$ cat config.mk
export PLATFORM = sky130hd
export DESIGN_NAME = button_debouncer
export DESIGN_NICKNAME = d
export VERILOG_FILES = /design/src/rtl/button_debouncer_pkg.sv /design/src/rtl/button_debouncer.sv
export SDC_FILE = /design/constraint.sdc
export NUM_CORES = 1
export LEC_CHECK = 0
export BUFFER_PORTS_ARGS = -buffer_cell sky130_fd_sc_hd__buf_2
export CORE_MARGIN = 2
export CORE_UTILIZATION = 65
export CTS_BUF_LIST = sky130_fd_sc_hd__clkbuf_4 sky130_fd_sc_hd__clkbuf_8
export DETAILED_ROUTE_END_ITERATION = 16
export GPL_ROUTABILITY_DRIVEN = 0
export MAX_ROUTING_LAYER = met4
export PLACE_DENSITY = 0.9
export SYNTH_ARGS = -nofsm -noshare
export SYNTH_HDL_FRONTEND = slang
export SYNTH_SLANG_ARGS = --single-unit
export TNS_END_PERCENT = 10
$ cat constraint.sdc
create_clock -name CLK -period 3.4 [get_ports CLK]
set_input_delay 1.02 -clock CLK [delete_from_list [all_inputs] [get_ports CLK]]
set_output_delay 1.02 -clock CLK [all_outputs]
set_load 0.1 [all_outputs]
$ cat src/rtl/button_debouncer_pkg.sv
// Shared definitions for the push-button debouncer and its users.
package button_debouncer_pkg;

  // Debouncer FSM states, visible to timer-level FSMs and benches.
  typedef enum logic [2:0] {
    RELEASED      = 3'd0,
    PRESS_CHECK   = 3'd1,
    PRESSED       = 3'd2,
    HELD          = 3'd3,
    RELEASE_CHECK = 3'd4
  } btn_state_t;

  // Bits needed for a counter that must be able to hold max_val.
  function automatic int unsigned cnt_width(input int unsigned max_val);
    return (max_val < 1) ? 1 : $clog2(max_val + 1);
  endfunction

endpackage

$ cat src/rtl/button_debouncer.sv
// Debounces one synchronized button level into a clean level, press/release
// pulses and an auto-repeat pulse train with a long-press flag.
module button_debouncer
  import button_debouncer_pkg::*;
#(
  parameter int unsigned STABLE_CYCLES = 20000,
  parameter int unsigned LONG_CYCLES   = 5000000,
  parameter int unsigned REPEAT_CYCLES = 2000000
) (
  input  logic CLK,
  input  logic RST,
  input  logic IN,
  output logic LEVEL,
  output logic PRESS,
  output logic RELEASE,
  output logic REPEAT,
  output logic LONG
);

  localparam int unsigned DebW    = cnt_width(STABLE_CYCLES);
  localparam int unsigned HoldMax = (LONG_CYCLES > REPEAT_CYCLES) ? LONG_CYCLES : REPEAT_CYCLES;
  localparam int unsigned HoldW   = cnt_width(HoldMax);

  localparam logic [DebW-1:0]  DebMax  = DebW'(STABLE_CYCLES);
  localparam logic [HoldW-1:0] HoldSat = HoldW'(HoldMax);

  btn_state_t       state_q, state_d;
  logic [DebW-1:0]  deb_q, deb_d;
  logic [HoldW-1:0] hold_q, hold_d;
  logic             level_q, level_d;
  logic             long_q, long_d;
  logic             press_q, press_d;
  logic             release_q, release_d;
  logic             repeat_q, repeat_d;

  logic [DebW-1:0]  deb_inc;
  logic [HoldW-1:0] hold_inc;
  logic [31:0]      hold_target;
  logic             deb_done;
  logic             hold_done;

  // Saturating increments and threshold detection for both counters.
  always_comb begin
    deb_inc     = (deb_q == DebMax) ? deb_q : deb_q + DebW'(1);
    hold_inc    = (hold_q == HoldSat) ? hold_q : hold_q + HoldW'(1);
    hold_target = (state_q == HELD) ? REPEAT_CYCLES : LONG_CYCLES;
    // deb_q is 0 in RELEASED, so this also covers STABLE_CYCLES == 1 there.
    deb_done    = ((32'(deb_q) + 32'd1) == STABLE_CYCLES);
    hold_done   = ((32'(hold_q) + 32'd1) == hold_target);
  end

  // Next-state, counter and output-register logic.
  always_comb begin
    state_d   = state_q;
    deb_d     = deb_q;
    hold_d    = hold_q;
    level_d   = level_q;
    long_d    = long_q;
    press_d   = 1'b0;
    release_d = 1'b0;
    repeat_d  = 1'b0;

    case (state_q)
      RELEASED, PRESS_CHECK: begin
        if (!IN) begin
          state_d = RELEASED;
          deb_d   = '0;
        end else if (deb_done) begin
          state_d = PRESSED;
          deb_d   = '0;
          hold_d  = '0;
          level_d = 1'b1;
          press_d = 1'b1;
        end else begin
          state_d = PRESS_CHECK;
          deb_d   = deb_inc;
        end
      end

      PRESSED, HELD: begin
        if (!IN && (STABLE_CYCLES == 1)) begin
          // Single-sample debounce: release is accepted immediately.
          state_d   = RELEASED;
          deb_d     = '0;
          hold_d    = '0;
          level_d   = 1'b0;
          long_d    = 1'b0;
          release_d = 1'b1;
        end else begin
          // The first low sample still counts as a held cycle; freezing
          // starts with the RELEASE_CHECK cycles.
          if (hold_done) begin
            hold_d   = '0;
            repeat_d = 1'b1;
            long_d   = 1'b1;
            state_d  = HELD;
          end else begin
            hold_d = hold_inc;
          end
          if (!IN) begin
            state_d = RELEASE_CHECK;
            deb_d   = DebW'(1);
          end
        end
      end

      RELEASE_CHECK: begin
        if (IN) begin
          // long_q remembers whether the press had already gone long.
          state_d = long_q ? HELD : PRESSED;
          deb_d   = '0;
        end else if (deb_done) begin
          state_d   = RELEASED;
          deb_d     = '0;
          hold_d    = '0;
          level_d   = 1'b0;
          long_d    = 1'b0;
          release_d = 1'b1;
        end else begin
          deb_d = deb_inc;
        end
      end

      default: begin
        state_d = RELEASED;
        deb_d   = '0;
        hold_d  = '0;
        level_d = 1'b0;
        long_d  = 1'b0;
      end
    endcase
  end

  // State and output registers with synchronous reset.
  always_ff @(posedge CLK) begin
    if (RST) begin
      state_q   <= RELEASED;
      deb_q     <= '0;
      hold_q    <= '0;
      level_q   <= 1'b0;
      long_q    <= 1'b0;
      press_q   <= 1'b0;
      release_q <= 1'b0;
      repeat_q  <= 1'b0;
    end else begin
      state_q   <= state_d;
      deb_q     <= deb_d;
      hold_q    <= hold_d;
      level_q   <= level_d;
      long_q    <= long_d;
      press_q   <= press_d;
      release_q <= release_d;
      repeat_q  <= repeat_d;
    end
  end

  assign LEVEL   = level_q;
  assign PRESS   = press_q;
  assign RELEASE = release_q;
  assign REPEAT  = repeat_q;
  assign LONG    = long_q;

endmodule
* Word-level counts from Yosys, hierarchy flattened
Index checks and enable logic that the tools add are counted.
** Word-level totals
- Flip-flop bits (word level) :: 46
- Input bits :: 3
- Output and inout bits :: 5
** Cells by class
- Add/sub/neg operators :: 4
- Equality and inequality tests :: 17
- Multiplexer cells :: 30
- Bitwise logic cells :: 4
- Reduce and logical (&&, ||, !) cells :: 10
** Operators by type and width (number)
- 2-to-1 mux 23 bit :: 6
- 2-to-1 mux 15 bit :: 5
- one-hot mux 23 bit (3 select lines) :: 1
- one-hot mux 15 bit (3 select lines) :: 1
- adder 23 x 1 -> 24 bit (second input constant) :: 1
- equality test 24 x 23 -> 1 bit :: 1
- adder 23 x 1 -> 23 bit (second input constant) :: 1
- equality test 23 bit (second input constant) :: 1
- adder 15 x 1 -> 16 bit (second input constant) :: 1
- equality test 16 x 15 -> 1 bit (second input constant) :: 1
- adder 15 x 1 -> 15 bit (second input constant) :: 1
- equality test 15 bit (second input constant) :: 1
- 2-to-1 mux 3 bit :: 4
- != test 2 bit (second input constant) :: 6
- != test 3 bit (second input constant) :: 3
- one-hot mux 3 bit (3 select lines) :: 1
- 2-to-1 mux 1 bit :: 8
- equality test 3 x 2 -> 1 bit (second input constant) :: 2
- one-hot mux 1 bit (3 select lines) :: 2
- OR reduction 2 bit :: 3
- OR reduction 3 bit :: 2
- AND reduction 5 bit :: 1
- 2-to-1 mux 2 bit :: 2
- NOT 1 bit :: 4
- 6 further kinds :: 6

* Depth between registers and ports, before layout
- Depth after elaboration :: 6
- Mapped depth :: 12

* Least setup slack after synthesis
OpenSTA, ideal clock, no wires.
- Kind :: register -> register
- From :: register hold_q[4]
- To :: register hold_q[20]
- Setup time :: 0.128 ns
- Data arrival time :: 2.980 ns
- Setup slack :: 0.292 ns
- Cell stages (with the launch flop) :: 12
- Buffers on the path :: 3
- Clock period less this slack :: 3.108 ns
- Cells stage by stage :: dfxtp_1 -> buf_2 -> nand4_4 -> or4_4 -> or3_4 -> xnor2_2 -> or4_1 -> a211o_1 -> buf_6 -> buf_6 -> a32oi_1 -> nor2_1
** On the way
- Cells in the longest elaborated chain, start to end :: 4
- Elaborated cells between the ends (all ways) :: 9
** Ends and longest elaborated chain
- start, declared :: line button_debouncer.sv:29 : logic [HoldW-1:0] hold_q, hold_d;
- start signal, assigned :: line button_debouncer.sv:148 : hold_q <= hold_d;
- adder 23 x 1 -> 24 bit or adder 23 x 1 -> 23 bit (tied branches) :: line button_debouncer.sv:49, button_debouncer.sv:45
- equality test 24 x 23 -> 1 bit or 2-to-1 mux 23 bit (tied branches) :: line button_debouncer.sv:49, button_debouncer.sv:45
- != test 3 bit (no line) or 2-to-1 mux 23 bit (tied branches)
- AND reduction 3 bit (no line) or one-hot mux 23 bit (3 select lines) (tied branches)
Parallel ways exist; a longest one is shown, timed or not. The select of a mux whose other input is x is not followed.
A chain may end at the register's enable or synchronous reset.

* Worst setup path after layout
- From :: register hold_q[1]
- To :: register hold_q[15]
Same word-level chain as after synthesis.

==> results by group <==
Worst setup path
  • Worst-case reg-to-reg path depth: 10
  • Type of destination of the critical path: flip-flop
  • CP Class: flip-flop to flip-flop
  • FF-to-FF End: hold_q[15]
  • Crit path DAT: approximately 3500 ps
  • Reg2reg setup slack: ~56 ps
  • Startpoint types: flip-flop
  • WP data required: 3560 ps
  • CP max FO: 13
  • Critical R2R Launch: hold_q[1]

Timing
  • Fin. Hold Viols: 0
  • Slew @ Worst Pin: ~720 ps
  • RSZ-0062 raised after global routing: yes
  • Final period utilization: between 90% and 100%
  • Setup TNS: 0 ps
  • Post-layout min period: around 3300 ps
  • Clock skew: between 10 and 15 ps
  • Fmax: 0.299 GHz
  • Slew Viols, Final: 0
  • Setup-failing EPs final: 0
  • Slew headroom: between 50% and 60%

Final layout
  • # diodes: 0
  • # fillers: 347
  • Design Area, Final: 0.00334 mm²
  • Layout cells sized above 1: ~14%
  • Area Growth Syn to Fin: 6.79%
  • Final net count: approximately 420

Power
  • Leakage: approximately 1.2 nW
  • Peak supply drop: 217 µV
  • PD cells: around 270 mW/mm²
  • Total power: between 0.0009 and 0.001 W

Yosys
  • Post-synth top flop: dfxtp_1
  • Share of the synthesized area in the top cell type: between 20% and 30%
  • Mapped Cells: 407
  • Dominant cell type by area after synthesis: dfxtp_1
  • Asr flop ratio synth: 0%
  • Mapped Area: 0.00313 mm²
  • Post-Syn Nets: ~410
  • Post-synth EDFFs: 0
  • Post-synthesis sequential area ratio: 29.4%
  • Area contributors post-synth: dfxtp_1 29%, nand2_1 5.0%, a21oi_1 4.3%
  • Synth Register Bits: between 40 and 50
  • Warnings, synthesis: 0
  • Synth cell types: 67
  • Avg Inst Size Synth: 7.69 µm²

Clocking
  • CTS tree: built
  • Clock sink count: 46
  • Clk pin slew, worst setup/hold paths: approximately 90 ps
  • # hold bufs at CTS: 0
  • Clk_lat worst skew: roughly 310 ps
  • Clk buf depth: 2
  • Clock tree root buffer cell: clkbuf_8
  • H-Tree Depth: 2
  • CTS Buf Count: 5

Worst hold path
  • HP Class: flip-flop to flip-flop
  • Hold depth: 2
  • Hold Path Origin: LONG
  • Hold Path End: state_q[0]

Global routing
  • Largest net degree at the start of global routing: 29
  • First-pass GRT wire length: 12800 µm
  • Initial antenna violation count: 0
  • All-Layer GR Usage: about 31%
  • Vias in the first global route: around 2600
  • Total gr overflow: 0

Route
  • Initial DRC count: slightly below 400
  • Post-route antenna net violation count: 0
  • Detailed Routing Iterations Pass 1: 6
  • DRC violations left: 0
  • Vias: about 3200
  • Final wirelength: ~8000 µm
  • Vias/cell: roughly 6.9
  • Drt wl/cell: roughly 17 µm

Floorplanning
  • Row count: 25
  • Core ar.: between 0.004 and 0.005 mm²
  • Die footprint: 0.00539 mm²
  • Starting Density: approximately two thirds
  • Chip width: roughly 73 µm
  • Top Ports: 8
  • Die H: between 70 and 80 µm

Place
  • DP HPWL: 5510 µm
  • IO Port Bufs: 7
  • Post-DP Area: about 0.0032 mm²

Status
  • Status: complete, no violations

Job
  • Maxcap violations: 0
==> synthesized netlist by cell type (4+ instances only) <==
master,instances
o31ai_1,7
or3_1,4
a22oi_1,5
nor3_1,16
o21ai_0,21
a31oi_1,5
ha_1,4
nand3_1,25
clkbuf_1,13
nand4_1,7
nand2_1,42
dfxtp_1,46
a32oi_1,5
nor2_1,30
buf_4,4
nand2b_1,12
and3_1,12
nor3b_1,5
mux2i_1,4
buf_2,8
xor2_1,6
inv_1,13
a311oi_1,7
a21oi_1,27
xnor2_1,4
nor4_1,7
==> critical path: stages (launching register included) <==
cell	delay [ps]
dfxtp_1	410
ha_1	300
nand3_1	260
buf_4	260
nor4_2	380
xnor2_1	160
and3b_1	190
o221ai_1	280
a211o_1	360
nand2_4	200
o41ai_1	390
==> report_power, final <==
group / leakage, nW / internal (W) / switching [W] / total (W)
clock network: 0.0441 / 0.000145 / 0.000196 / 0.000341
registers: 0.373 / 0.000540 / 0.00000294 / 0.000543
logic: 0.763 / 0.0000109 / 0.0000238 / 0.0000347
total: 1.18 / 0.000696 / 0.000223 / 0.000919
==> final cells by class <==
class | count | area [µm²] | area share, %
Tap cell | 54 | 67.6 | 2.02
Clock buffer | 5 | 68.8 | 2.06
Sequential cell | 46 | 926 | 27.7
Timing Repair Buffer | 28 | 193 | 5.76
Multi-Input combinational cell | 318 | 2020 | 60.4
Inverter | 13 | 48.8 | 1.46
Clock inverter | 3 | 21.3 | 0.636
==> cell usage in the layout, fill, tap and decap left out, drive strengths merged, types with 5 or more instances in the layout <==
cell     n
buf     28
a311oi   7
or3      5
nand2   43
o21ai   23
nand2b  12
nor4     9
a21oi   27
and3    12
nand3   25
a31oi    5
xor2     6
dfxtp   46
nor3    16
nor2    30
clkbuf   5
a22oi    7
inv     13
o31ai   10
nand4    9
nor3b    5
a32oi    5
xnor2    5
==> routing by layer <==
metal,wire length (µm),global-route usage [%],up-vias
met3,734,5.08,24
li1,-,-,1522
met1,3480,43.6,1493
met2,3620,45.0,188
met5,0,-,-
met4,154,9.09,0
==> kinds of logic (layout without fill, tap and decap cells) <==
kind of cell             Yosys count  after routing  synth area share (%)
AND/OR/NAND/NOR                  187            187                  33.0
adder cells (fa/ha/maj)            4              4                  1.60
flip-flops                        46             46                  29.4
buffers and inverters             43             49                  6.47
AO/OA/AOI/OAI                    110            110                  24.2
multiplexers                       6              6                  2.00
XOR/XNOR                          11             11                  3.32
==> how the worst max path moves through the flow <==
stage,start,endpoint
finish,hold_q[1],hold_q[15]
global route,hold_q[1],hold_q[20]
detailed placement,hold_q[7],hold_q[9]
floorplan,hold_q[4],hold_q[20]
global placement,hold_q[4],hold_q[9]
CTS,hold_q[9],hold_q[9]
==> flip-flops by register name (all words and copies together) (netlist names) <==
register and flops:
hold_q 23, deb_q 15, state_q 3, LEVEL 1, LONG 1, PRESS 1
RELEASE 1, REPEAT 1
==> through the flow <==
stage | instances | util [%] | hold WS, ps | setup slack, ps
2_1_floorplan | 407 | - | 463 | 292
3_5_place_dp | 459 | 69.0 | 483 | 94.3
5_1_grt | 467 | 71.3 | 518 | -12.5
4_1_cts | 467 | 70.9 | 500 | 50.5
6_report | 467 | 71.3 | 497 | 56.3
3_3_place_gp | 459 | 69.0 | 444 | 210
==> timing repair <==
item	CTS	global route
setup buffers	0	0
resized for setup	0	6
endpoints found under the setup margin	0	13
No activity file was read; power rests on OpenSTA's default activity.
